--- config.mk ---
export PLATFORM = sky130hd
export DESIGN_NAME = wb_rf_writer
export DESIGN_NICKNAME = d
export VERILOG_FILES = /design/src/rtl/wb_rf_writer.sv
export SDC_FILE = /design/constraint.sdc
export NUM_CORES = 1
export LEC_CHECK = 0
export CAP_MARGIN = 20
export CORE_ASPECT_RATIO = 2
export CORE_MARGIN = 3
export CORE_UTILIZATION = 30
export CTS_CLUSTER_DIAMETER = 80
export DETAILED_ROUTE_END_ITERATION = 16
export DONT_BUFFER_PORTS = 1
export GPL_TIMING_DRIVEN = 0
export SLEW_MARGIN = 30
export SYNTH_ARGS = -nofsm -noshare
export SYNTH_HDL_FRONTEND = slang
export SYNTH_SLANG_ARGS = --single-unit
--- constraint.sdc ---
create_clock -name i_clk -period 2.34 [get_ports i_clk]
set_input_delay 0.468 -clock i_clk [delete_from_list [all_inputs] [get_ports i_clk]]
set_output_delay 0.468 -clock i_clk [all_outputs]
set_load 0.02 [all_outputs]
--- src/rtl/wb_rf_writer.sv ---
// Writeback-side driver of the register-file write port.
// Merges the in-order MEM/WB result stream (highest priority, never back-pressured)
// with long-latency results queued in a small valid/ready FIFO. Keeps a busy
// scoreboard of registers whose long-latency result is still outstanding and
// requests a pipeline stall when the FIFO keeps losing arbitration.
module wb_rf_writer #(
  parameter int unsigned DEPTH        = 4,
  parameter int unsigned STARVE_LIMIT = 8
) (
  input  logic        i_clk,
  input  logic        i_rst,
  input  logic        i_pipe_valid,
  input  logic [4:0]  i_pipe_reg,
  input  logic [31:0] i_pipe_data,
  input  logic        i_lu_valid,
  input  logic [4:0]  i_lu_reg,
  input  logic [31:0] i_lu_data,
  output logic        o_lu_ready,
  input  logic        i_issue_valid,
  input  logic [4:0]  i_issue_reg,
  output logic [31:0] o_busy,
  output logic        o_pipe_stall,
  output logic        o_wr_control,
  output logic [4:0]  o_wr_reg,
  output logic [31:0] o_wr_data
);

  localparam int unsigned AW = $clog2(DEPTH);
  localparam int unsigned CW = $clog2(STARVE_LIMIT + 1);

  logic [4:0]    fifo_reg  [DEPTH];
  logic [31:0]   fifo_data [DEPTH];
  logic [AW:0]   wr_ptr;
  logic [AW:0]   rd_ptr;
  logic [CW-1:0] starve_cnt;

  logic          empty;
  logic          full;
  logic          push;
  logic          pop;
  logic          pipe_sel;
  logic [4:0]    head_reg;
  logic [31:0]   head_data;
  logic [31:0]   busy_next;

  // Arbitration, FIFO status and scoreboard next-state
  always_comb begin
    empty        = (wr_ptr == rd_ptr);
    full         = (wr_ptr[AW] != rd_ptr[AW]) && (wr_ptr[AW-1:0] == rd_ptr[AW-1:0]);
    o_lu_ready   = !full && !i_rst;
    o_pipe_stall = (starve_cnt == CW'(STARVE_LIMIT));
    // A pipe write to r0 is treated as an idle slot so the FIFO can drain.
    pipe_sel     = !o_pipe_stall && i_pipe_valid && (i_pipe_reg != 5'd0);
    pop          = !pipe_sel && !empty;
    // r0 results are accepted on the handshake but never enqueued.
    push         = i_lu_valid && o_lu_ready && (i_lu_reg != 5'd0);
    head_reg     = fifo_reg[rd_ptr[AW-1:0]];
    head_data    = fifo_data[rd_ptr[AW-1:0]];
    busy_next    = o_busy;
    // Clear first so a same-cycle issue to the same register wins.
    if (pop) begin
      busy_next[head_reg] = 1'b0;
    end
    if (i_issue_valid && (i_issue_reg != 5'd0)) begin
      busy_next[i_issue_reg] = 1'b1;
    end
  end

  // FIFO storage; contents need no reset since pointers gate visibility
  always_ff @(posedge i_clk) begin
    if (push) begin
      fifo_reg[wr_ptr[AW-1:0]]  <= i_lu_reg;
      fifo_data[wr_ptr[AW-1:0]] <= i_lu_data;
    end
  end

  // Pointers, starve counter, scoreboard and registered write port
  always_ff @(posedge i_clk) begin
    if (i_rst) begin
      wr_ptr       <= '0;
      rd_ptr       <= '0;
      starve_cnt   <= '0;
      o_busy       <= '0;
      o_wr_control <= 1'b0;
      o_wr_reg     <= '0;
      o_wr_data    <= '0;
    end else begin
      if (push) begin
        wr_ptr <= wr_ptr + 1'b1;
      end
      if (pop) begin
        rd_ptr <= rd_ptr + 1'b1;
      end
      if (pop || empty) begin
        starve_cnt <= '0;
      end else if (pipe_sel) begin
        starve_cnt <= starve_cnt + CW'(1);
      end
      o_busy <= busy_next;
      if (pipe_sel) begin
        o_wr_control <= 1'b1;
        o_wr_reg     <= i_pipe_reg;
        o_wr_data    <= i_pipe_data;
      end else if (pop) begin
        o_wr_control <= 1'b1;
        o_wr_reg     <= head_reg;
        o_wr_data    <= head_data;
      end else begin
        o_wr_control <= 1'b0;
      end
    end
  end

endmodule

* After elaboration in Yosys (flattened, before gate mapping)
Memory sizes are Yosys's and may differ from the RTL's. A register that Yosys moved wholly into a read port is not among the register bits.
Index checks and enable logic that the tools add are counted.
** Cells by class
- Multiply operators :: 0
- $add $sub $neg :: 3
- Magnitude comparators :: 4
- Shift operators :: 0
- Eq/ne operators :: 4
- Reductions and logical operators :: 21
- Divide/modulo/power cells :: 0
- Multiplexer cells :: 18
- Bitwise gates (word level) :: 3
** Operator list (number)
- 32-bit two-way mux :: 4
- 32-bit bitwise AND :: 1
- 32-bit NOT :: 1
- 32-bit bitwise OR :: 1
- 5-bit nonzero test :: 3
- 5-bit by 6-bit < comparator with 1-bit output, second input constant :: 2
- 1-bit demux with 5-bit select :: 2
- 5-bit by 1-bit >= comparator with 1-bit output, second input constant :: 2
- 1-bit logical AND :: 10
- 5-bit two-way mux :: 2
- 2-bit two-way mux :: 4
- 3-bit by 1-bit adder with 3-bit output, second input constant :: 2
- 1-bit two-way mux :: 6
- 1-bit logical NOT :: 5
- 4-bit by 1-bit adder with 4-bit output, second input constant :: 1
- 4-bit == test, second input constant :: 1
- 3-bit == test :: 1
- 2-bit == test :: 1
- 2-bit nonzero test :: 1
- 2-bit OR reduction :: 1
- 1-bit logical OR :: 1
- 1-bit != test :: 1
** Word-level totals
- Bits of input ports :: 84
- Memories kept :: 2
- Bits in registers :: 80
- Bits in latches :: 0
- Memory bits (read-only) :: 0
- Logic and storage cells :: 62
- Bits in writable memories :: 148
- Output and inout bits :: 72
** Memories
- fifo_data :: words 4, bits a word 32, read ports 1, clocked after Yosys merged registers in 1, wr ports 1, line 32 : logic [31:0] fifo_data [DEPTH];
- fifo_reg :: words 4, bits a word 5, read ports 1, clocked after Yosys merged registers in 1, wr ports 1, line 31 : logic [4:0] fifo_reg [DEPTH];

* Logic depth before layout (Yosys ltp)
Gate-level depths: netlist (run 1).
- Depth after elaboration :: 9
- Gate-level depth with buffers :: 7
- Depth with buffers taken out :: 6

* Worst setup path before layout (run 1)
No wires, ideal clock.
- Path kind :: input -> register
- Start point :: in i_rst
- End point :: mem fifo_data[3][0] (enable)
- Path buffers :: 1
- Setup slack :: -169 ps
- Library setup time :: 399 ps
- Data arrival time :: 2110 ps
- Stages on the path :: 4
- Data required time :: 1941 ps
- Cell sequence :: clkbuf_1 -> a31o_2 -> inv_1 -> and3_1
** Between the ends
- Cells in the longest elaborated chain, start to end :: 6
** RTL lines
- start: declaration :: line 11 : input logic i_rst,
- 1-bit logical NOT :: line 50 : o_lu_ready = !full && !i_rst;
- 1-bit logical AND :: line 50
- named net o_lu_ready :: line 18 : output logic o_lu_ready,
- 1-bit logical AND (2 in a row) :: line 56 : push = i_lu_valid && o_lu_ready && (i_lu_reg != 5'd0);
- 1-bit two-way mux :: line 71 : if (push) begin
- 1-bit two-way mux (not written as such) :: line 73 : fifo_data[wr_ptr[AW-1:0]] <= i_lu_data;
- end: declaration :: line 32
The timed path passes the listed nets, and every way through them passes these cells.

* Worst setup path after layout (run 1)
- Start point :: reg wr_ptr[2]
- End point :: out o_lu_ready
** Between the ends
- Cells in the longest elaborated chain, start to end :: 4
** RTL lines
- start: declaration :: line 33 : logic [AW:0] wr_ptr;
- start signal: assignment :: line 89 : wr_ptr <= wr_ptr + 1'b1;
- 1-bit != test :: line 49 : full = (wr_ptr[AW] != rd_ptr[AW]) && (wr_ptr[AW-1:0] == rd_ptr[AW-1:0]);
- 1-bit logical AND :: line 49
- 1-bit logical NOT :: line 50
- 1-bit logical AND :: line 50
- end: declaration :: line 18
Every way passes these cells.

==> reports/metrics.csv, run 1 <==
metric,value,unit
sequential area share after synthesis,0.661,
cell area power density,897,mW/mm^2
first-pass GRT wire length,34100,um
status,"complete, no violations",
detailed-route DRC error count,0,
Final WS setup,0.194,ns
vias per cell,5.16,
Crit Path Category,reg2out,
Comb power frac,0.119,
FF+latch area,0.00609,sq mm
filler cell count,2913,
Reg power frac,0.500,
"area leader, netlist",edfxtp_1,
worst relative slew slack,0.429,
Final setup viols,0,
Ys Warns,0,
fin crit period,2.15,ns
Place WS,-0.369,ns
Slew @ Worst Pin,0.853,ns
die span in x,130,um
buffers added on ports,0,
syn nets,715,
RSZ-0062 raised after global routing,false,
Clock Tree Root,clkbuf_16,
Startpoint Class,register,
total of max-cap violations,0,
synthesized area per cell,14.8,sq um
CTS Sinks,230,
crit path DAT,1.68,ns
# hold bufs at CTS,0,
Total GRT Usage,0.139,
Pre-antenna DRT Iters,4,
max-slew violation count,0,
DR iter-0 viols,179,
via count,5323,
RD Place Congestion,0.865,
fmax,466,MHz
crit path from,wr_ptr[2],
ranking of synthesized cells by area,"edfxtp_1 48%, dfxtp_1 18%, mux4_2 9.1%, a211oi_1 4.4%, mux2i_1 4.0%",
clock skew after layout,0.0257,ns
worst skew pair latency,0.52,ns
R2R setup slack,0.20,ns
Synth top area share,0.483,
Worst setup endpoint,o_lu_ready,
Post-Syn Instances,624,
library cells used by synthesis,47,
data required time of the worst path,1.87,ns
die area,0.0330,sq mm
Area growth syn-to-layout,13.0,%
H-tree Lvls,1,
total internal power,0.00699,W
Synth Register Bits,230,
nets,739,
post-CTS setup buffers,0,
dpl hpwl,16200,um
DRT antenna net count,0,
die height,254,um
grt ovf,0,
peak fanout along the critical path,7,
Leak,3.42,nW
Post-Route WL,23300,um
fin crit share,0.917,
Rows,90,
share of cells above drive strength 1,0.151,
Antenna Cells,0,
hold crit path type,in2reg,
CTS tree,built,
depth of the most critical reg-to-reg path,4,
multi-input logic area,0.00294,sq mm
core area,0.0302,sq mm
Syn Std Cell Area,0.00921,sq mm
"Top FF cell, synth",edfxtp_1,
total CTS buffers,22,
Post-CTS Resized,0,
Bufs on Longest Clock Path,3,
terminus of the critical flop-to-flop path,o_busy[16],
P_sw,0.00234,W
Async SR Flop Fraction,0,
crit end category,output port,
Fin. Hold Viols,0,
vias in the first global route,5480,
number of enable flip-flop cells after synthesis,148,
utilization after layout,0.345,
Largest register FFs,128,
Initial Util,0.305,
"Reg clk slew, reported paths",0.06,ns
initial antenna violation count,0,
wire length per cell,22.6,um
Worst VDD drop,0.000517,V
io pins,156,
largest net degree at the start of global routing,39,
Clock Power Share,0.381,
switching share of power,0.251,
worst min-delay path by stage:
stage | startpoint | to | slack (ns) | cells after the start
after detailed placement | starve_cnt[0] | starve_cnt[0] | 0.46 | 1
after floorplan | starve_cnt[0] | starve_cnt[0] | 0.43 | 1
after global placement | starve_cnt[0] | starve_cnt[0] | 0.45 | 1
after CTS | i_lu_data[26] | fifo_data[3][26] | 0.01 | 0
after global routing | i_lu_reg[0] | fifo_reg[2][0] | 0.01 | 0
final | i_lu_reg[0] | fifo_reg[2][0] | 0.04 | 0
cell usage after synthesis, types with 2 or more instances:
cell type    n
a211oi_1    54
a21boi_0     8
a21oi_1     19
a311oi_1    11
and3_1       5
buf_2       14
buf_6        2
clkbuf_1    21
dfxtp_1     82
edfxtp_1   148
ha_1         7
inv_1        7
mux2i_1     37
mux4_2      37
nand2_1      5
nand2b_1     7
nand3_1      3
nand3b_1     2
nand4b_1     2
nand4bb_1    2
nor2_1      85
nor2b_1      4
nor3_1      18
nor3b_1      7
o21ai_0      7
o31ai_1      2
o32ai_1      2
or3_1        2
xnor2_1      3
xor2_1       4
worst max-delay path, stage by stage, from the launching register on:
cell and delay, ns:
dfxtp_1 0.37, xor2_1 0.28, a31o_2 0.26, clkinvlp_4 0.25
layer usage:
layer | track usage | part of all wire | up-vias
met3 | 0.0328 | 0.065 | 34
met4 | 0.0571 | 0.035 | 0
met2 | 0.273 | 0.57 | 165
met5 | 0 | 0 | -
li1 | - | - | 2470
met1 | 0.135 | 0.33 | 2654
placed cells by master, fill, tap and decap left out, drive strengths merged, types with 16 or more instances in the layout:
cell type and instances:
a211oi 54, a21oi 19, dfxtp 82, mux2i 37, edfxtp 148, clkbuf 54
nor2 85, buf 16, nor3 18, mux4 37
through the flow:
stage          std cells  power [W]  instance area [sq um]  TNS, ns  hold WS, ns
3_3_place_gp         992    0.00588                   9670   -82.11        0.452
6_report            1032    0.00933                  10400        0       0.0449
2_1_floorplan        624    0.00557                   9210        0        0.430
4_1_cts             1032    0.00947                  10400        0       0.0119
3_5_place_dp         992    0.00590                   9690   -32.62        0.458
5_1_grt             1032    0.00971                  10400        0       0.0143
power groups by stage:
stage                     sequential, W  combinational [W]  clock (W)
after floorplan                 0.00473           0.000843          0
after global placement          0.00476            0.00113          0
after detailed placement        0.00476            0.00114          0
after CTS                       0.00467            0.00114    0.00366
after global routing            0.00468            0.00122    0.00381
final                           0.00467            0.00111    0.00355
cell families (layout without fill, tap and decap cells):
kind of cell	count (synthesis)	count (layout)	synth area share
compound gates	109	109	0.0847
xor+xnor	7	7	0.00666
fa+ha+maj	7	7	0.00951
buf+inv	45	85	0.0220
flops	230	230	0.661
mux	75	75	0.132
simple gates	151	151	0.0841
final cells by class:
type,instances,share of cell area
multi-input cells,349,0.282
clock inverters,8,0.00625
clock buffers,32,0.0624
well taps,368,0.0443
flip-flops and latches,230,0.585
plain buffers,38,0.0170
inverters,7,0.00289
Note: power is estimated with default switching activity, not from simulation.
==> run 2, diff against run 1 <==
--- a/constraint.sdc
+++ b/constraint.sdc
@@ -3,2 +3,2 @@
 set_output_delay 0.468 -clock i_clk [all_outputs]
-set_load 0.02 [all_outputs]
+set_load 0.05 [all_outputs]
==> run 2 against run 1 <==
Clock-buffer cell count stayed put. Cell area did not move. Clock power about the same. Sequential share of layout area did not move. Total power increased by 2.0%. Die area did not move. Cell count unchanged. Worst hold slack got worse by 0.0014 ns. Critical path depth unchanged. First-iteration DRC count rose by 8.4%. Clock skew increased by 0.0010 ns. Critical path type unchanged. Largest cell class unchanged. Highest routed layer unchanged.
==> reports/metrics.csv, run 2 (synthesized netlist as in run 1, its figures left out) <==
metric,value,unit
core area,0.0302,sq mm
terminus of the critical flop-to-flop path,fifo_data[3][4],
worst relative slew slack,0.402,
RD Place Congestion,0.865,
Bufs on Longest Clock Path,3,
Clock Tree Root,clkbuf_16,
"most common cell after layout, fill and taps aside",edfxtp_1,
clock skew after layout,0.0268,ns
DR iter-0 viols,194,
reg2reg start,rd_ptr[2],
Worst VDD drop,0.000517,V
die span in x,130,um
multi-input logic area,0.00294,sq mm
Final setup viols,0,
fmax,443,MHz
total CTS buffers,22,
"commonest cells after routing, fill and taps aside","148 x edfxtp_1, 85 x nor2_1, 82 x dfxtp_1",
H-tree Lvls,1,
Leak,3.42,nW
wire length per cell,22.6,um
FF+latch area,0.00609,sq mm
largest net degree at the start of global routing,39,
Post-Route WL,23300,um
Post-Layout Cell Count,1032,
data required time of the worst path,1.87,ns
vias per cell,5.17,
io pins,156,
dpl hpwl,16200,um
total of max-cap violations,0,
initial antenna violation count,0,
status,"complete, no violations",
placed instance count,992,
Total GRT Usage,0.139,
"Reg clk slew, reported paths",0.06,ns
max-slew violation count,0,
depth of the most critical reg-to-reg path,4,
Rows,90,
Largest register FFs,128,
Min-Delay Endpoint,fifo_reg[2][0],
Slew @ Worst Pin,0.894,ns
first-pass GRT wire length,34100,um
vias in the first global route,5484,
via count,5332,
Initial Util,0.305,
WP buf/inv,1,
Place WS,-0.376,ns
total negative slack,0,ns
Pre-antenna DRT Iters,6,
slowest cell on the critical path,dfxtp_1,
DRT antenna net count,0,
CTS tree,built,
filler cell count,2913,
hold crit path type,in2reg,
grt ovf,0,
CTS Sinks,230,
Area growth syn-to-layout,13.0,%
crit end category,output port,
Post-CTS Resized,1,
"slowest stage delay, CP",0.37,ns
Final WS setup,0.0809,ns
Startpoint Class,register,
crit path DAT,1.79,ns
worst-path cell chain,xor2_1 > a31o_2 > clkinvlp_4,
worst skew pair latency,0.52,ns
Antenna Cells,0,
cell area power density,915,mW/mm^2
share of cells above drive strength 1,0.151,
Fin. Hold Viols,0,
nets,739,
die area,0.0330,sq mm
# hold bufs at CTS,0,
die height,254,um
Hold Crit Depth,0,
RSZ-0062 raised after global routing,false,
fin crit share,0.965,
post-CTS setup buffers,0,
buffers added on ports,0,
detailed-route DRC error count,0,
utilization after layout,0.345,
R2R setup slack,0.11,ns
peak fanout along the critical path,7,
Crit Path Category,reg2out,
hold path startpoint,i_lu_reg[0],
crit-path leading delay family,flip-flops,
fin crit period,2.26,ns
[run 2: cell counts in the layout (fill, tap and decap cells not counted)]
Identical to the previous run, type by type.
[run 2: worst max-delay path by stage]
| stage | start | endpoint | slack (ns) | cells past startpoint |
|---|---|---|---|---|
| 6_report | wr_ptr[2] | o_lu_ready | 0.08 | 3 |
| 4_1_cts | wr_ptr[0] | fifo_data[3][10] | 0.07 | 4 |
| 3_3_place_gp | i_rst | fifo_data[3][10] | -0.73 | 4 |
| 2_1_floorplan | i_rst | fifo_data[3][0] | 0.02 | 4 |
| 3_5_place_dp | i_rst | fifo_data[3][11] | -0.38 | 4 |
| 5_1_grt | wr_ptr[0] | fifo_data[3][4] | 0.003 | 4 |
[run 2: layer usage]
metal / vias to the layer above / share of wire / global-route usage
met1: 2664 / 0.33 / 0.135
met4: 0 / 0.036 / 0.0571
met5: - / 0 / 0
li1: 2468 / - / -
met3: 38 / 0.064 / 0.0328
met2: 162 / 0.57 / 0.273
[run 2: worst register-to-register path, stage by stage, from the launching register on]
cell and delay (ns):
dfxtp_1 0.33, xor2_1 0.20, a31o_2 0.30, clkinvlp_4 0.28, and3_4 0.70
[run 2: final cells by class]
cell class                 count  area share
inverter                       7     0.00289
sequential                   230       0.585
tap                          368      0.0443
clock buffer                  32      0.0624
buffer                        38      0.0170
multi-input combinational    349       0.282
clock inverter                 8     0.00625
[run 2: per-stage QoR]
| step | power, W | hold slack [ns] | area (sq um) |
|---|---|---|---|
| 2_1_floorplan | 0.00576 | 0.430 | 9210 |
| 3_3_place_gp | 0.00607 | 0.452 | 9670 |
| 3_5_place_dp | 0.00609 | 0.458 | 9690 |
| 4_1_cts | 0.00966 | 0.0119 | 10400 |
| 5_1_grt | 0.00990 | 0.0143 | 10400 |
| 6_report | 0.00952 | 0.0435 | 10400 |
[run 2: power breakdown]
part	leakage [nW]	switching [W]	internal [W]
Clock	0.351	0.00152	0.00204
Combinational	1.05	0.000641	0.000471
Sequential	2.02	0.000374	0.00448
Total	3.42	0.00253	0.00699
